### config.mk
export PLATFORM = sky130hd
export DESIGN_NAME = sar_search_ctrl_flat
export DESIGN_NICKNAME = d
export VERILOG_FILES = /design/src/rtl/sar_search_ctrl_if.sv /design/src/rtl/sar_search_ctrl.sv /design/src/flat_wrapper.sv
export SDC_FILE = /design/constraint.sdc
export NUM_CORES = 1
export LEC_CHECK = 0
export ABC_AREA = 1
export CAP_MARGIN = 20
export CORE_UTILIZATION = 30
export CTS_CLUSTER_DIAMETER = 50
export DETAILED_ROUTE_END_ITERATION = 16
export GPL_TIMING_DRIVEN = 0
export HOLD_SLACK_MARGIN = 0.03
export PLACE_DENSITY = 0.52
export SETUP_SLACK_MARGIN = 0.3
export SYNTH_ARGS = -nofsm -noshare
export SYNTH_HDL_FRONTEND = slang
export SYNTH_SLANG_ARGS = --single-unit
### constraint.sdc
create_clock -name clk -period 3.23 [get_ports clk]
set_clock_uncertainty 0.15 [all_clocks]
set_input_delay 0.4845 -clock clk [delete_from_list [all_inputs] [get_ports clk]]
set_output_delay 0.4845 -clock clk [all_outputs]
set_load 0.05 [all_outputs]
### src/rtl/sar_search_ctrl_if.sv
// Comparator-side bundle for the successive-approximation search controller.
// The controller takes the master modport; the comparator/environment takes the slave modport.
interface sar_search_ctrl_if #(
    parameter int WIDTH = 4
);
    logic             start;
    logic             cmp_greater;
    logic             cmp_lesser;
    logic             cmp_equal;
    logic [WIDTH-1:0] trial;
    logic             busy;
    logic             done;
    logic [WIDTH-1:0] result;
    logic             found;
    logic             err;

    modport master (
        input  start, cmp_greater, cmp_lesser, cmp_equal,
        output trial, busy, done, result, found, err
    );

    modport slave (
        output start, cmp_greater, cmp_lesser, cmp_equal,
        input  trial, busy, done, result, found, err
    );
endinterface

### src/rtl/sar_search_ctrl.sv
// Successive-approximation search controller: walks a trial value through a binary search
// against an external comparator and reports the largest value not above the target.
//
//   state    | meaning
//   ---------+----------------------------------------------------------
//   S_IDLE   | trial=0, waiting for start
//   S_TRIAL  | binary search, one bit per trial, held SETTLE+1 cycles
//   S_VERIFY | final trial of the resolved value, decides found
//   S_DONE   | one-cycle done pulse, then back to idle
module sar_search_ctrl #(
    parameter int WIDTH  = 4,
    parameter int SETTLE = 1
) (
    input  logic             clk,
    input  logic             rst_n,
    sar_search_ctrl_if.master bus
);
    typedef enum logic [1:0] {
        S_IDLE   = 2'd0,
        S_TRIAL  = 2'd1,
        S_VERIFY = 2'd2,
        S_DONE   = 2'd3
    } state_t;

    localparam int               IW         = (WIDTH > 1) ? $clog2(WIDTH) : 1;
    localparam logic [IW-1:0]    IDX_TOP    = IW'(WIDTH - 1);
    localparam logic [3:0]       CNT_LAST   = 4'(SETTLE);
    localparam logic [WIDTH-1:0] TRIAL_INIT = WIDTH'(1) << (WIDTH - 1);

    state_t           state_q, state_d;
    logic [IW-1:0]    idx_q, idx_d;
    logic [3:0]       cnt_q, cnt_d;
    logic [WIDTH-1:0] trial_q, trial_d;
    logic [WIDTH-1:0] result_q, result_d;
    logic             found_q, found_d;
    logic             err_q, err_d;

    logic             flags_ok;
    logic             sample;
    logic [WIDTH-1:0] bit_mask;
    logic [WIDTH-1:0] trial_upd;

    always_ff @(posedge clk or negedge rst_n) begin
        if (!rst_n) begin
            state_q  <= S_IDLE;
            idx_q    <= '0;
            cnt_q    <= '0;
            trial_q  <= '0;
            result_q <= '0;
            found_q  <= 1'b0;
            err_q    <= 1'b0;
        end else begin
            state_q  <= state_d;
            idx_q    <= idx_d;
            cnt_q    <= cnt_d;
            trial_q  <= trial_d;
            result_q <= result_d;
            found_q  <= found_d;
            err_q    <= err_d;
        end
    end

    always_comb begin
        state_d  = state_q;
        idx_d    = idx_q;
        cnt_d    = cnt_q;
        trial_d  = trial_q;
        result_d = result_q;
        found_d  = found_q;
        err_d    = err_q;

        flags_ok  = $onehot({bus.cmp_greater, bus.cmp_lesser, bus.cmp_equal});
        sample    = (cnt_q == CNT_LAST);
        bit_mask  = WIDTH'(1) << idx_q;
        // greater means the trial overshot: drop the bit under test, otherwise keep it
        trial_upd = bus.cmp_greater ? (trial_q & ~bit_mask) : trial_q;

        case (state_q)
            S_IDLE: begin
                trial_d = '0;
                if (bus.start) begin
                    state_d  = S_TRIAL;
                    idx_d    = IDX_TOP;
                    cnt_d    = '0;
                    trial_d  = TRIAL_INIT;
                    result_d = '0;
                    found_d  = 1'b0;
                    err_d    = 1'b0;
                end
            end

            S_TRIAL: begin
                if (!sample) begin
                    cnt_d = cnt_q + 4'd1;
                end else begin
                    cnt_d = '0;
                    if (!flags_ok) begin
                        state_d  = S_DONE;
                        result_d = trial_q;
                        found_d  = 1'b0;
                        err_d    = 1'b1;
                        trial_d  = '0;
                    end else if (bus.cmp_equal) begin
                        state_d  = S_DONE;
                        result_d = trial_q;
                        found_d  = 1'b1;
                        trial_d  = '0;
                    end else if (idx_q == '0) begin
                        state_d = S_VERIFY;
                        trial_d = trial_upd;
                    end else begin
                        idx_d   = idx_q - IW'(1);
                        trial_d = trial_upd | (bit_mask >> 1);
                    end
                end
            end

            S_VERIFY: begin
                if (!sample) begin
                    cnt_d = cnt_q + 4'd1;
                end else begin
                    // the last trial also catches target=0 and targets beyond the range
                    cnt_d    = '0;
                    state_d  = S_DONE;
                    result_d = trial_q;
                    trial_d  = '0;
                    found_d  = flags_ok & bus.cmp_equal;
                    err_d    = ~flags_ok;
                end
            end

            S_DONE: begin
                state_d = S_IDLE;
                trial_d = '0;
            end

            default: begin
                state_d = S_IDLE;
                trial_d = '0;
            end
        endcase
    end

    always_comb begin
        bus.busy   = (state_q == S_TRIAL) || (state_q == S_VERIFY);
        bus.done   = (state_q == S_DONE);
        bus.trial  = trial_q;
        bus.result = result_q;
        bus.found  = found_q;
        bus.err    = err_q;
    end
endmodule
### src/flat_wrapper.sv
// flat-port wrapper written by rule: the top's interface ports become plain ports
module sar_search_ctrl_flat 
#(
    parameter int WIDTH  = 4,
    parameter int SETTLE = 1
)
  (clk, rst_n, bus_start, bus_cmp_greater, bus_cmp_lesser, bus_cmp_equal, bus_trial, bus_busy, bus_done, bus_result, bus_found, bus_err);
  sar_search_ctrl_if #(.WIDTH(WIDTH)) bus_i ();
  input  logic clk;
  input  logic rst_n;
  input wire logic [$bits(bus_i.start)-1:0] bus_start;
  input wire logic [$bits(bus_i.cmp_greater)-1:0] bus_cmp_greater;
  input wire logic [$bits(bus_i.cmp_lesser)-1:0] bus_cmp_lesser;
  input wire logic [$bits(bus_i.cmp_equal)-1:0] bus_cmp_equal;
  output wire logic [$bits(bus_i.trial)-1:0] bus_trial;
  output wire logic [$bits(bus_i.busy)-1:0] bus_busy;
  output wire logic [$bits(bus_i.done)-1:0] bus_done;
  output wire logic [$bits(bus_i.result)-1:0] bus_result;
  output wire logic [$bits(bus_i.found)-1:0] bus_found;
  output wire logic [$bits(bus_i.err)-1:0] bus_err;
  assign bus_i.start = bus_start;
  assign bus_i.cmp_greater = bus_cmp_greater;
  assign bus_i.cmp_lesser = bus_cmp_lesser;
  assign bus_i.cmp_equal = bus_cmp_equal;
  assign bus_trial = bus_i.trial;
  assign bus_busy = bus_i.busy;
  assign bus_done = bus_i.done;
  assign bus_result = bus_i.result;
  assign bus_found = bus_i.found;
  assign bus_err = bus_i.err;
  sar_search_ctrl #(.WIDTH(WIDTH), .SETTLE(SETTLE)) u_core (.clk(clk), .rst_n(rst_n), .bus(bus_i));
endmodule
Yosys cells after proc, flatten, opt, wreduce, memory -nomap -nowiden

Cells that the tools add are included.

$add $sub $neg: 4
Multiply operators: 0
Divide/modulo/power cells: 0
$lt $le $gt $ge: 0
Eq/ne operators: 14
Shift operators: 1
Mux-type cells: 39
Bitwise gates (word level): 5
Reductions and logical operators: 13

Operators by type and width:

| cell                                                                    | count |
|---|---|
| 4-bit 2-to-1 mux                                                        | 13 |
| 2-bit 2-to-1 mux                                                        | 11 |
| 4-bit one-hot mux with 4 select lines                                   | 1 |
| 4-bit one-hot mux with 3 select lines                                   | 1 |
| 5-bit AND reduction                                                     | 2 |
| 1-bit 2-to-1 mux                                                        | 8 |
| 2-bit inequality test, second input constant                            | 4 |
| 2-bit one-hot mux with 4 select lines                                   | 1 |
| 4-bit one-hot mux with 2 select lines                                   | 1 |
| 2-bit by 1-bit inequality test with 1-bit output, second input constant | 3 |
| 1-bit one-hot mux with 3 select lines                                   | 2 |
| 6-bit AND reduction                                                     | 1 |
| 4-bit by 1-bit adder with 4-bit output, second input constant           | 1 |
| 4-bit AND                                                               | 1 |
| 2-bit by 1-bit equality test with 1-bit output, second input constant   | 2 |
| 2-bit equality test, second input constant                              | 2 |
| 4-bit by 1-bit equality test with 1-bit output, second input constant   | 1 |
| 2-bit logical NOT                                                       | 2 |
| 4-bit inequality test, second input constant                            | 1 |
| 4-bit inverter                                                          | 1 |
| 4-bit by 3-bit bitwise OR with 4-bit output                             | 1 |
| 2-bit one-hot mux with 2 select lines                                   | 1 |
| 2-bit AND reduction                                                     | 2 |
| 4-bit AND reduction                                                     | 1 |
| 11 further kinds                                                        | 12 |

Register bits: 18
Latch bits: 0
RAM bits: 0
Bits in read-only memories: 0
Input bits: 6
Output and inout bits: 12
Logic and storage cells: 83
Memories kept: 0

Logic depth before layout (Yosys ltp)

Gate-level depths: netlist of run 1.

Depth after elaboration: 10
Gate-level depth with buffers: 10
Gate-level depth less buffers: 9

Worst setup path after synthesis of run 1

OpenSTA, ideal clock, no wires.

Path type: input to register
Start point: input port bus_cmp_equal
End point: register u_core.idx_q[1]
Library setup time: 0.117 ns
Data arrival time: 1.577 ns
Data required time: 2.963 ns
Path slack: 1.386 ns
Stages on the path: 8
Buffers on the path: 0
Cell sequence: fa_1 -> inv_1 -> nor2_8 -> nand3_2 -> nand2_2 -> nand2_1 -> nand2_1 -> nand2_1

Cells in the longest elaborated chain, start to end: 5
Elaborated cells on any way between the ends: 6
Classes of those cells: 2 x add/sub; 3 x eq/ne; 1 x reduce/logical

RTL lines:

| item                                                         | RTL line              | source |
|---|---|---|
| from (decl)                                                  | flat_wrapper.sv:14    | `input wire logic [$bits(bus_i.cmp_equal)-1:0] bus_cmp_equal;` |
| 1-bit by 1-bit adder with 2-bit output (implied by the code) | sar_search_ctrl.sv:72 | `flags_ok = $onehot({bus.cmp_greater, bus.cmp_lesser, bus.cmp_equal});` |
| 2-bit by 1-bit adder with 2-bit output (implied by the code) | sar_search_ctrl.sv:72 |  |
| 2-bit by 1-bit equality test with 1-bit output               | sar_search_ctrl.sv:72 |  |
| 2-bit by 1-bit inequality test with 1-bit output (no line)   | --                    |  |
| 6-bit AND reduction (no line) (*)                            | --                    |  |
| to (signal assigned)                                         | sar_search_ctrl.sv:54 | `idx_q <= idx_d;` |
| to (decl)                                                    | sar_search_ctrl.sv:31 | `logic [IW-1:0] idx_q, idx_d;` |

Every way passes the cells marked *; elsewhere a longest branch is shown, timed or not.
A chain may end at the register's enable or synchronous reset.

Worst setup path after layout of run 1

Start point: register u_core.state_q[0]
End point: output port bus_busy

Cells in the longest elaborated chain, start to end: 2
Elaborated cells on any way between the ends: 3
Classes of those cells: 2 x eq/ne; 1 x reduce/logical

RTL lines:

| item                                                                                         | RTL line               | source |
|---|---|---|
| from (decl)                                                                                  | sar_search_ctrl.sv:30  | `state_t state_q, state_d;` |
| from (signal assigned)                                                                       | sar_search_ctrl.sv:53  | `state_q <= state_d;` |
| 2-bit by 1-bit equality test with 1-bit output / 2-bit equality test (equally long branches) | sar_search_ctrl.sv:145 | `bus.busy = (state_q == S_TRIAL) \|\| (state_q == S_VERIFY);` |
| 1-bit logical OR (*)                                                                         | sar_search_ctrl.sv:145 |  |
| to (decl)                                                                                    | flat_wrapper.sv:16     | `output wire logic [$bits(bus_i.busy)-1:0] bus_busy;` |

Marked as above.

==> results of run 1 <==
## metrics by stage
| stage | worst slack, ns | util | total power [µW] | hold WS [ns] | std cells |
|---|---|---|---|---|---|
| finish | 0.7123 | 0.3860 | 1455 | 0.3278 | 225 |
| global route | 0.6384 | 0.3860 | 1594 | 0.3540 | 225 |
| CTS | 0.6908 | 0.3860 | 1474 | 0.3397 | 225 |
| detailed placement | 0.6373 | 0.3722 | 1279 | 0.3229 | 221 |
| global placement | 0.6651 | 0.3722 | 1264 | 0.3149 | 221 |
| floorplan | 1.386 | - | 1069 | 0.03891 | 154 |
## cell usage after synthesis (2+ instances only)
library cell / number / area share
nor2_1: 4 / 0.012
nand2_1: 48 / 0.14
nand2_2: 3 / 0.015
inv_1: 18 / 0.054
a21oi_2: 2 / 0.014
o21ai_0: 7 / 0.028
nand2_4: 4 / 0.036
nand3_1: 15 / 0.060
xor2_1: 2 / 0.014
nor2_2: 3 / 0.015
nor2_8: 2 / 0.032
ha_1: 11 / 0.11
o21ai_1: 8 / 0.032
dfrtp_1: 18 / 0.36
## kinds of logic (layout without fill, tap and decap cells)
family	count (synthesis)	in the layout
AO/OA/AOI/OAI	18	18
XOR/XNOR	2	2
adder cells (fa/ha/maj)	12	12
buffers and inverters	21	42
flip-flops	18	18
AND/OR/NAND/NOR	83	83
## per-layer routing
metal / up-vias / share of wire / track usage / routed length [µm]
li1: 533 / - / - / -
met2: 17 / 0.47 / 0.2033 / 1164
met5: - / 0 / 0 / 0
met1: 484 / 0.50 / 0.1770 / 1232
met3: 4 / 0.019 / 0.01027 / 48
met4: 0 / 0.012 / 0.06383 / 30
## worst max-delay path, cell delays in order (launching register included)
cell and delay (ns):
dfrtp_1 0.43, inv_1 0.11, ha_1 0.30, clkdlybuf4s50_1 0.79
## final cells by class
class | instances | area (µm²)
buffer | 2 | 16.27
clock buffer | 4 | 55.05
fill | 404 | 2456
inverter | 19 | 76.32
multi-input combinational | 115 | 713.2
sequential | 18 | 450.4
tap | 50 | 62.56
timing repair buffer | 17 | 170.2
## power groups by stage
| stage | registers [µW] | logic (µW) | clock network, µW |
|---|---|---|---|
| after floorplan | 407 | 662 | 0 |
| final | 362 | 908 | 186 |
| after CTS | 362 | 918 | 193 |
| after detailed placement | 366 | 914 | 0 |
| after global placement | 360 | 905 | 0 |
| after global routing | 371 | 1020 | 204 |
## state kept, by name, summed over array words and instances, names as in the netlist
signal,flops
u_core.idx_q,2
u_core.cnt_q,4
u_core.bus.result,4
u_core.bus.trial,4
u_core.bus.err,1
u_core.bus.found,1
u_core.state_q,2
## final timing paths
check | from | endpoint | slack (ns) | cells past startpoint
max | u_core.state_q[0]$_DFFE_PN0P_ | bus_busy | 0.71 | 3
min | u_core.bus.err$_DFFE_PN0P_ | u_core.bus.err$_DFFE_PN0P_ | 0.33 | 2
max reg2reg | u_core.state_q[0]$_DFFE_PN0P_ | u_core.cnt_q[2]$_DFFE_PN0P_ | 1.45 | 5
min reg2reg | u_core.bus.err$_DFFE_PN0P_ | u_core.bus.err$_DFFE_PN0P_ | 0.33 | 2
max in group asynchronous | rst_n | u_core.state_q[1]$_DFFE_PN0P_ | 1.87 | 1
min in group asynchronous | rst_n | u_core.bus.result[0]$_DFFE_PN0P_ | 0.55 | 1
## placed cells by master, fill, tap and decap left out
cell type / n
nor2_4: 1
dfrtp_1: 18
nand2_2: 3
buf_2: 1
nor2_2: 3
buf_6: 1
nand2_1: 48
a21oi_2: 2
fa_1: 1
o211ai_1: 1
nand2_4: 4
nand3_2: 1
nor2_8: 2
xor2_1: 2
nand4_1: 1
clkdlybuf4s50_1: 17
ha_1: 11
nand3_4: 1
inv_1: 18
nor2_1: 4
o21ai_1: 8
nand3_1: 15
o21ai_0: 7
clkbuf_8: 4
inv_6: 1
==> PnR_summary.wiki, run 1 <==
{| class="wikitable"
! Metric !! Value
|-
| Slew @ Worst Pin || 0.8193 ns
|-
| Switching portion of total power || 0.5180
|-
| EDFF count, synth || 0
|-
| Via total after detailed routing || 1038
|-
| First-pass GRT wire length || 4.298 mm
|-
| Setup TNS || 0 ns
|-
| Max-cap violation count || 0
|-
| Pleak || 0.0007674 µW
|-
| Hold Crit Class || flip-flop to flip-flop
|-
| Maximum number of pins on one net before global-route repair || 19
|-
| RD Place Congestion || 0.8037
|-
| Type of the worst setup path || flip-flop to primary output
|-
| Synth Warn # || 0
|-
| Clock Sinks || 18
|-
| Status || complete, no violations
|-
| Final-stage net count || 194
|-
| Initial antenna violation count || 0
|-
| Critical Path RT || 2.60 ns
|-
| Wire length reported by the detailed router || 2.476 mm
|-
| Worst-Skew Late Latency || 0.25 ns
|-
| Final hold violation count || 0
|-
| Final number of max-transition violations || 0
|-
| Router iterations before antenna repair || 4
|-
| Primary flip-flop cell chosen by synthesis mapping || dfrtp_1
|-
| H-tree depth reported by CTS || 1
|-
| Cell area after synthesis || 1256 µm²
|-
| Hold_buf cts || 0
|-
| XOR/XNOR Fraction of Synth Area || 0.01394
|-
| Maximum vdd ir drop || 0.7178 mV
|-
| Number of unique standard cell types used by synthesis || 23
|-
| Dominant combinational cell family by area after synthesis || simple AND/OR/NAND/NOR gates
|-
| Type of destination of the critical path || primary output
|-
| Number of CTS-inserted buffers || 3
|-
| Detailed placer's ending HPWL || 1.987 mm
|-
| Clock period minus final worst setup slack || 2.518 ns
|-
| Initial DRC count || 40
|-
| Average cell area after synthesis || 8.157 µm²
|-
| Total setup buffers inserted after CTS || 0
|-
| Compound-cell area share of the yosys netlist || 0.07968
|-
| Post-synthesis sequential area ratio || 0.3586
|-
| Synth async-reset ratio || 1.000
|-
| Power Dens Cells || 942.6 nW/µm²
|-
| Wire per inst || 11.00 µm
|-
| Sequential share of power || 0.249
|-
| CTS tree || done
|-
| Ratio of routed vias to standard cells || 4.613
|-
| Share of power burned in the clock network || 0.128
|-
| Worst-path maximum fanout || 5
|-
| Port-buffer cells || 17
|-
| Number of synthesized register bits || 18
|-
| Share of post-route cells with drive strength above 1 || 0.1371
|-
| CTS max path bufs || 2
|-
| Floorplan die area || 4450 µm²
|-
| CTS-repair resized insts || 0
|-
| Global Route Usage Sum || 0.1295
|-
| Final period utilization || 0.7795
|-
| Remaining antenna violation count || 0
|-
| Via count of the first global-routing pass || 961
|-
| Antenna diode count || 0
|-
| Cell area after layout || 1544 µm²
|-
| Dpl cell area || 1489 µm²
|-
| Synth Area in Simple Gates || 0.3486
|-
| I/O pin total || 18
|-
| Final setup viols || 0
|-
| Mapped Nets || 172
|-
| Die Span Y || 66.71 µm
|-
| Area growth syn-to-layout || 22.91%
|-
| Data arrival at the endpoint of the critical path || 1.88 ns
|-
| Sort of element at the start of the critical path || flip-flop
|-
| Adder and majority cell fraction of the synthesized area || 0.1255
|-
| Cell count after synthesis || 154
|-
| Maximum frequency from static timing analysis || 397.2 MHz
|-
| Core box area || 4000 µm²
|-
| Post-synthesis mux area share || 0
|-
| Die Wd || 66.71 µm
|-
| Standard-cell row count || 23
|-
| Tightest slew margin relative to the limit || 0.4521
|-
| Number of remaining DRC errors || 0
|-
| Congestion Overflow GR || 0
|-
| Starting density of the core || 0.3140
|-
| CTS root buffer || clkbuf_8
|-
| Unrepaired setup endpoints after global routing || no
|-
| Sw power || 753.9 µW
|-
| Part of the total power dissipated in combinational logic || 0.624
|-
| Int Pwr || 701.5 µW
|-
| Clock transition time at the flip-flop clock pins of the worst setup and hold paths || 0.07 ns
|}
No activity file was read; power rests on OpenSTA's default activity.
==> run 2, diff against run 1 <==
--- a/config.mk
+++ b/config.mk
@@ -12,7 +12,7 @@
 export DETAILED_ROUTE_END_ITERATION = 16
 export GPL_TIMING_DRIVEN = 0
 export HOLD_SLACK_MARGIN = 0.03
-export PLACE_DENSITY = 0.52
+export PLACE_DENSITY = 0.54
 export SETUP_SLACK_MARGIN = 0.3
 export SYNTH_ARGS = -nofsm -noshare
 export SYNTH_HDL_FRONTEND = slang
==> constraint.sdc (replaced) <==
create_clock -name clk -period 2.1 [get_ports clk]
set_clock_uncertainty 0.15 [all_clocks]
set_input_delay 0.315 -clock clk [delete_from_list [all_inputs] [get_ports clk]]
set_output_delay 0.315 -clock clk [all_outputs]
set_load 0.05 [all_outputs]
==> run 2 against run 1 <==
Flip-flop and latch count unchanged; critical path type unchanged; cell count increased by 0.89%; non-clock buffer count up 3; critical path depth did not move; wire length is 0.77% higher; worst setup slack got worse by 0.42 ns; first-iteration DRC count shrank 25%; global-route usage decreased by 0.33 points; register-to-register slack lost 1.0 ns; critical endpoint unchanged; power grew 50%.
==> PnR_summary.wiki, run 2 (synthesis results as in run 1) <==
{| class="wikitable"
! Metric !! Value
|-
| Status || complete, no violations
|-
| Sw power || 1162 µW (+54%)
|-
| Clock Sinks || 18 (unchanged)
|-
| Final period utilization || 0.8601
|-
| Wire length reported by the detailed router || 2.495 mm (+0.77%)
|-
| WHS Path Cells || 5 (+3)
|-
| Dominant delay contributor by cell family on the critical path || flip-flops
|-
| Global Route Usage Sum || 0.1262 (-0.003329)
|-
| Unrepaired setup endpoints after global routing || yes
|-
| RD Place Congestion || 0.7890 (-1.8%)
|-
| CTS max path bufs || 2 (unchanged)
|-
| Logic depth of the worst path, buffers included || 3 (unchanged)
|-
| Type of destination of the critical path || primary output
|-
| Maximum vdd ir drop || 0.8926 mV (+24%)
|-
| Ordered cell list for the critical path || inv_1 -> ha_2 -> buf_2
|-
| Part of the total power dissipated in combinational logic || 0.638 (+0.014)
|-
| Share of post-route cells with drive strength above 1 || 0.1921 (+0.05495)
|-
| Starting density of the core || 0.3140 (unchanged)
|-
| Setup TNS || 0 ns (unchanged)
|-
| Sort of element at the start of the critical path || flip-flop
|-
| I/O pin total || 18 (unchanged)
|-
| Detailed placer's ending HPWL || 1.993 mm (+0.32%)
|-
| Final-stage net count || 197 (+1.5%)
|-
| Clock transition time at the flip-flop clock pins of the worst setup and hold paths || 0.07 ns (about the same)
|-
| Worst-path maximum fanout || 5 (unchanged)
|-
| Maximum number of pins on one net before global-route repair || 19 (unchanged)
|-
| Number of filler instances in the final layout || 428 (+5.9%)
|-
| Floorplan die area || 4450 µm² (unchanged)
|-
| Int Pwr || 1021 µW (+46%)
|-
| Maximum frequency from static timing analysis || 553.6 MHz
|-
| Final setup viols || 0 (unchanged)
|-
| DRT met1 WL || 1.239 mm (+0.57%)
|-
| Power Dens Cells || 1417 nW/µm² (+50%)
|-
| Initial antenna violation count || 0 (unchanged)
|-
| Clock period minus final worst setup slack || 1.806 ns
|-
| Standard-cell row count || 23 (unchanged)
|-
| H-tree depth reported by CTS || 1 (unchanged)
|-
| Met2 routed WL || 1.187 mm (+2.0%)
|-
| Via count of the first global-routing pass || 1028 (+7.0%)
|-
| CP bufs+invs || 2 (unchanged)
|-
| Area growth syn-to-layout || 22.61%
|-
| Die Span Y || 66.71 µm (unchanged)
|-
| Most frequent standard cell in the layout excluding fill and tap cells || nand2_1
|-
| Router iterations before antenna repair || 4 (unchanged)
|-
| Congestion Overflow GR || 0 (unchanged)
|-
| Final hold violation count || 0 (unchanged)
|-
| Via total after detailed routing || 1020 (-1.7%)
|-
| Maximum cell stage delay along the critical path || 0.42 ns (-0.37 ns)
|-
| Port-buffer cells || 17 (unchanged)
|-
| Share of power burned in the clock network || 0.109 (-0.019)
|-
| Final number of max-transition violations || 0 (unchanged)
|-
| Antenna diode count || 0 (unchanged)
|-
| Die Wd || 66.71 µm (unchanged)
|-
| Critical Path Slowest Stage Cell || dfrtp_1
|-
| Wire per inst || 10.99 µm (-0.12%)
|-
| CTS tree || done
|-
| CTS root buffer || clkbuf_8
|-
| Number of remaining DRC errors || 0 (unchanged)
|-
| Tightest slew margin relative to the limit || 0.4529 (+0.0008780)
|-
| Leading cell types in the layout, fill and taps excluded || nand2_1, dfrtp_1, inv_1
|-
| Type of the worst setup path || flip-flop to primary output
|-
| Ratio of routed vias to standard cells || 4.493 (-2.6%)
|-
| Met3 Routed Length || 41 µm (-15%)
|-
| Data arrival at the endpoint of the critical path || 1.34 ns (-0.54 ns)
|-
| Critical Path RT || 1.63 ns (-0.97 ns)
|-
| Overall power of the completed layout || 2183 µW (+50%)
|-
| Max-cap violation count || 0 (unchanged)
|-
| Worst R2R Path Depth || 5 (unchanged)
|-
| Sequential share of power || 0.253 (+0.004)
|-
| Pleak || 0.0008221 µW (+7.1%)
|-
| Slew @ Worst Pin || 0.8180 ns (-0.001312 ns)
|-
| Switching portion of total power || 0.5323 (+0.01428)
|-
| Remaining antenna violation count || 0 (unchanged)
|-
| Initial DRC count || 30 (-25%)
|-
| Top metal layer carrying routed signals || met4
|-
| Number of CTS-inserted buffers || 3 (unchanged)
|-
| First-pass GRT wire length || 4.340 mm (+0.98%)
|-
| Hold Crit Class || primary input to flip-flop
|-
| Worst-Skew Late Latency || 0.25 ns (about the same)
|-
| Core box area || 4000 µm² (unchanged)
|}
-- run 2: cell types whose count changed in the layout (fill, tap and decap cells not counted), moves of 2 or more --
cell | before | now
dlygate4sd2_1 | 0 | 11
clkdlybuf4s50_1 | 17 | 2
buf_4 | 0 | 3
clkdlybuf4s15_2 | 0 | 2
-- run 2: final timing paths --
kind	slack (ns)	to	startpoint
max	0.29	bus_busy	u_core.state_q[0]$_DFFE_PN0P_
min	0.31	u_core.bus.trial[3]$_DFFE_PN0P_	bus_cmp_greater
max reg2reg	0.45	u_core.cnt_q[2]$_DFFE_PN0P_	u_core.state_q[0]$_DFFE_PN0P_
min reg2reg	0.32	u_core.bus.err$_DFFE_PN0P_	u_core.bus.err$_DFFE_PN0P_
max in group asynchronous	0.91	u_core.cnt_q[1]$_DFFE_PN0P_	rst_n
min in group asynchronous	0.39	u_core.bus.trial[2]$_DFFE_PN0P_	rst_n
-- run 2: repair_timing --
action,in CTS,in global routing
hold buffers,0,0
setup endpoints to repair,26,9
pin swaps,4,2
setup buffers,2,1
resized for setup,23,5
-- run 2: power by group through the flow --
stage	clock [µW]	sequential [µW]	combinational, µW
after detailed placement	0	561	1420
final	237	553	1390
after floorplan	0	625	1030
after CTS	248	553	1410
after global routing	259	569	1560
after global placement	0	554	1390
-- run 2: final cells by class --
type | count | area [µm²] | area share
plain buffers | 2 | 16.27 | 0.01056
clock buffers | 3 | 41.29 | 0.02681
inverters | 19 | 76.32 | 0.04955
multi-input cells | 115 | 721.9 | 0.4687
flip-flops and latches | 18 | 450.4 | 0.2924
well taps | 50 | 62.56 | 0.04062
repair buffers | 20 | 171.4 | 0.1113
-- run 2: layer usage --
layer  vias to the layer above  global-route usage
li1                        539                   -
met1                       466              0.1651
met2                        13              0.2096
met3                         2             0.01027
met4                         0             0.05585
met5                         -                   0
-- run 2: worst register-to-register path, delay by kind of cell (launching register included) --
family,cells,cell delay (ns)
buf+inv,2,0.30
compound gates,2,0.37
flops,1,0.43
fa+ha+maj,1,0.28
-- run 2: metrics by stage --
stage | hold WS [ns] | utilization | instance area [µm²] | std cells | setup slack [ns]
floorplan | -0.1306 | - | 1259 | 154 | 0.3913
global placement | 0.3151 | 0.3729 | 1491 | 221 | -0.2931
detailed placement | 0.3190 | 0.3729 | 1491 | 221 | -0.3355
CTS | 0.3300 | 0.3847 | 1539 | 226 | 0.1732
global route | 0.3583 | 0.3850 | 1540 | 227 | 0.2148
finish | 0.3125 | 0.3850 | 1540 | 227 | 0.2938
==> variant: new RTL, config.mk and constraints of run 2 <==
`WIDTH` is set to 4 in 3 places; all go to 8.
--- a/src/rtl/sar_search_ctrl_if.sv
+++ b/src/rtl/sar_search_ctrl_if.sv
@@ -1,7 +1,7 @@
 // Comparator-side bundle for the successive-approximation search controller.
 // The controller takes the master modport; the comparator/environment takes the slave modport.
 interface sar_search_ctrl_if #(
-    parameter int WIDTH = 4
+    parameter int WIDTH = 8
 );
     logic             start;
     logic             cmp_greater;
--- a/src/rtl/sar_search_ctrl.sv
+++ b/src/rtl/sar_search_ctrl.sv
@@ -8,7 +8,7 @@
 //   S_VERIFY | final trial of the resolved value, decides found
 //   S_DONE   | one-cycle done pulse, then back to idle
 module sar_search_ctrl #(
-    parameter int WIDTH  = 4,
+    parameter int WIDTH  = 8,
     parameter int SETTLE = 1
 ) (
     input  logic             clk,
--- a/src/flat_wrapper.sv
+++ b/src/flat_wrapper.sv
@@ -1,7 +1,7 @@
 // flat-port wrapper written by rule: the top's interface ports become plain ports
 module sar_search_ctrl_flat 
 #(
-    parameter int WIDTH  = 4,
+    parameter int WIDTH  = 8,
     parameter int SETTLE = 1
 )
   (clk, rst_n, bus_start, bus_cmp_greater, bus_cmp_lesser, bus_cmp_equal, bus_trial, bus_busy, bus_done, bus_result, bus_found, bus_err);
Interface: changed (resized bus_result and bus_trial); port bits go from 18 to 26. The function was not compared with the original's and may differ.
==> variant against run 2 <==
Maximum frequency up 0.23%; worst hold slack got worse by 0.082 ns; cell area increased by 50%; core utilization is 5.3 points higher; combinational power is 69% higher; critical path depth unchanged; routed wire length rose by 51%; via count is 45% higher; total power grew 56%; worst setup slack improved by 0.0041 ns; area after synthesis increased by 34%; sequential cell count increased by 9; final cell count up 45%; largest power group unchanged.
==> variant: results (changes against run 2) <==
Clocking
  • Reg clk slew, reported paths: 0.09 ns (+0.02 ns)
  • Clk_lat worst skew: 0.27 ns (+0.02 ns)
  • Worst-case clock buffer depth: 2 (unchanged)
  • H-tree levels: 1 (unchanged)
  • TritonCTS Buffers: 3 (unchanged)
  • CTS root buf: clkbuf_8

Synth
  • Syn. warnings: 0 (unchanged)
  • Post-synth top cells: nand2_1 (69), dfrtp_1 (27), inv_1 (26), nand3_1 (20), o21ai_0 (14)
  • Register area share after synthesis: 40.00% (+4.1 points)
  • Async set or reset register ratio after synthesis: 100.0% (unchanged)
  • Top cells by area, synth: dfrtp_1 (40%), nand2_1 (15%), ha_1 (9.6%)
  • Netlist cell types: 24 (+4.3%)
  • Syn nets: 232 (+35%)

GRT
  • Total GRT Usage: 13.64% (+1.0 points)
  • Vias in the first global route: 1396 (+36%)
  • First-pass GRT wire length: 6.527 mm (+50%)
  • Largest net degree at the start of global routing: 19 (unchanged)
  • Initial antenna violation count: 0 (unchanged)

Cells and area
  • Ratio of cells with drive above 1 in the final layout: 24.62% (+5.4 points)
  • Final Net Count: 281 (+43%)
  • Diodes inserted: 0 (unchanged)

Timing
  • Slew headroom: 65.48% (+20 points)
  • Final period util: 85.82% (-0.20 points)

Run status
  • Status: finished, final reports clean

Hold path
  • Hold crit path type: primary input to asynchronous set/reset pin

Placement
  • GPL Wtd Cong: 0.8395 (+6.4%)
  • IO Port Bufs: 25 (+8)
  • Detailed placement HPWL: 2.682 mm (+35%)
  • Pre-CTS WS: -0.4645 ns (-0.1290 ns)

Routing
  • Final wirelength: 3.768 mm (+51%)
  • DRT Pass-1 Iters: 4 (unchanged)
  • DRT iter0 DRCs: 43 (+43%)
  • Vias after detailed routing: 1481 (+45%)

Power and ir drop
  • Leakage power: 1.204 nW (+47%)
  • Worst VDD drop: 0.5780 mV (-35%)

Critical path
  • Worst path slowest cell: dfrtp_1
  • Critical Path AT: 1.34 ns (about the same)
  • Worst R2R Setup Slack: 0.39 ns (-0.06 ns)
  • Crit Path Max Fanout: 5 (unchanged)
  • Worst path max stage delay: 0.40 ns (-0.02 ns)

Floorplan
  • Die area: 0.005934 mm² (+33%)
## variant: changes by cell type in the layout (fill, tap and decap cells not counted), moves of 4 or more
| cell | delta |
|---|---|
| dfrtp_1 | +9 |
| o21ai_2 | +8 |
| a21oi_1 | +5 |
| nand2_1 | +19 |
| inv_1 | +6 |
| buf_6 | +4 |
| buf_4 | +12 |
| dlygate4sd2_1 | +8 |
## variant: path summary, 6_finish.rpt
check	startpoint	endpoint	cells past startpoint
max	u_core.state_q[0]	bus_busy	3
min	rst_n	u_core.state_q[1]	1
max reg2reg	u_core.state_q[0]	u_core.bus.result[3]	10
min reg2reg	u_core.bus.result[7]	u_core.bus.result[7]	2
max in group asynchronous	rst_n	u_core.bus.found	2
min in group clk	u_core.bus.result[7]	u_core.bus.result[7]	2
## variant: metrics by stage
stage,TNS [ns],cell area [µm²],hold slack (ns),cells
detailed placement,-8.157,2044,0.3191,308
finish,0,2311,0.2306,330
CTS,0,2210,0.2444,325
floorplan,0,1692,-0.1306,212
global placement,-7.842,2029,0.3141,307
global route,0,2311,0.2465,330
## variant: what timing repair did
item	in CTS	in global routing
resized for setup	37	30
endpoints found under the hold margin	0	0
hold buffers	0	0
cloned	1	0
pin swaps	6	5
setup buffers	12	5
endpoints found under the setup margin	44	25
## variant: cell type report
cell class	instances	area, µm²
tap	70	87.58
buffer	4	42.54
multi-input combinational	153	935.9
sequential	27	675.6
clock inverter	1	7.507
clock buffer	3	41.29
fill	530	2959
timing repair buffer	44	404.1
inverter	28	116.4
## variant: where the power goes
group	total [mW]	switching [mW]	internal (mW)
Combinational	2.35	1.36	0.999
Sequential	0.732	0.0988	0.633
Clock	0.309	0.174	0.135
## variant: cells by family (layout without fill, tap and decap cells)
kind of cell             count (synthesis)  in the layout  share of synthesized area, %
AND/OR/NAND/NOR                        105            105                         27.26
buffers and inverters                   32             80                         8.962
AO/OA/AOI/OAI                           31             31                         11.41
flip-flops                              27             27                         40.00
adder cells (fa/ha/maj)                 14             14                         10.82
XOR/XNOR                                 3              3                         1.556
## variant: worst max-delay path, delay by kind of cell, from the launching register on
kind	cells	cell delay, ns
buffers and inverters	2	0.27
adders and majority gates	1	0.39
DFF	1	0.40
## variant: routing by layer
metal / up-vias / part of all wire [%] / global-route usage, %
li1: 767 / - / -
met4: 0 / 0.93 / 3.396
met2: 24 / 49 / 23.30
met3: 2 / 2.9 / 1.905
met1: 688 / 47 / 18.01
met5: - / 0 / 0
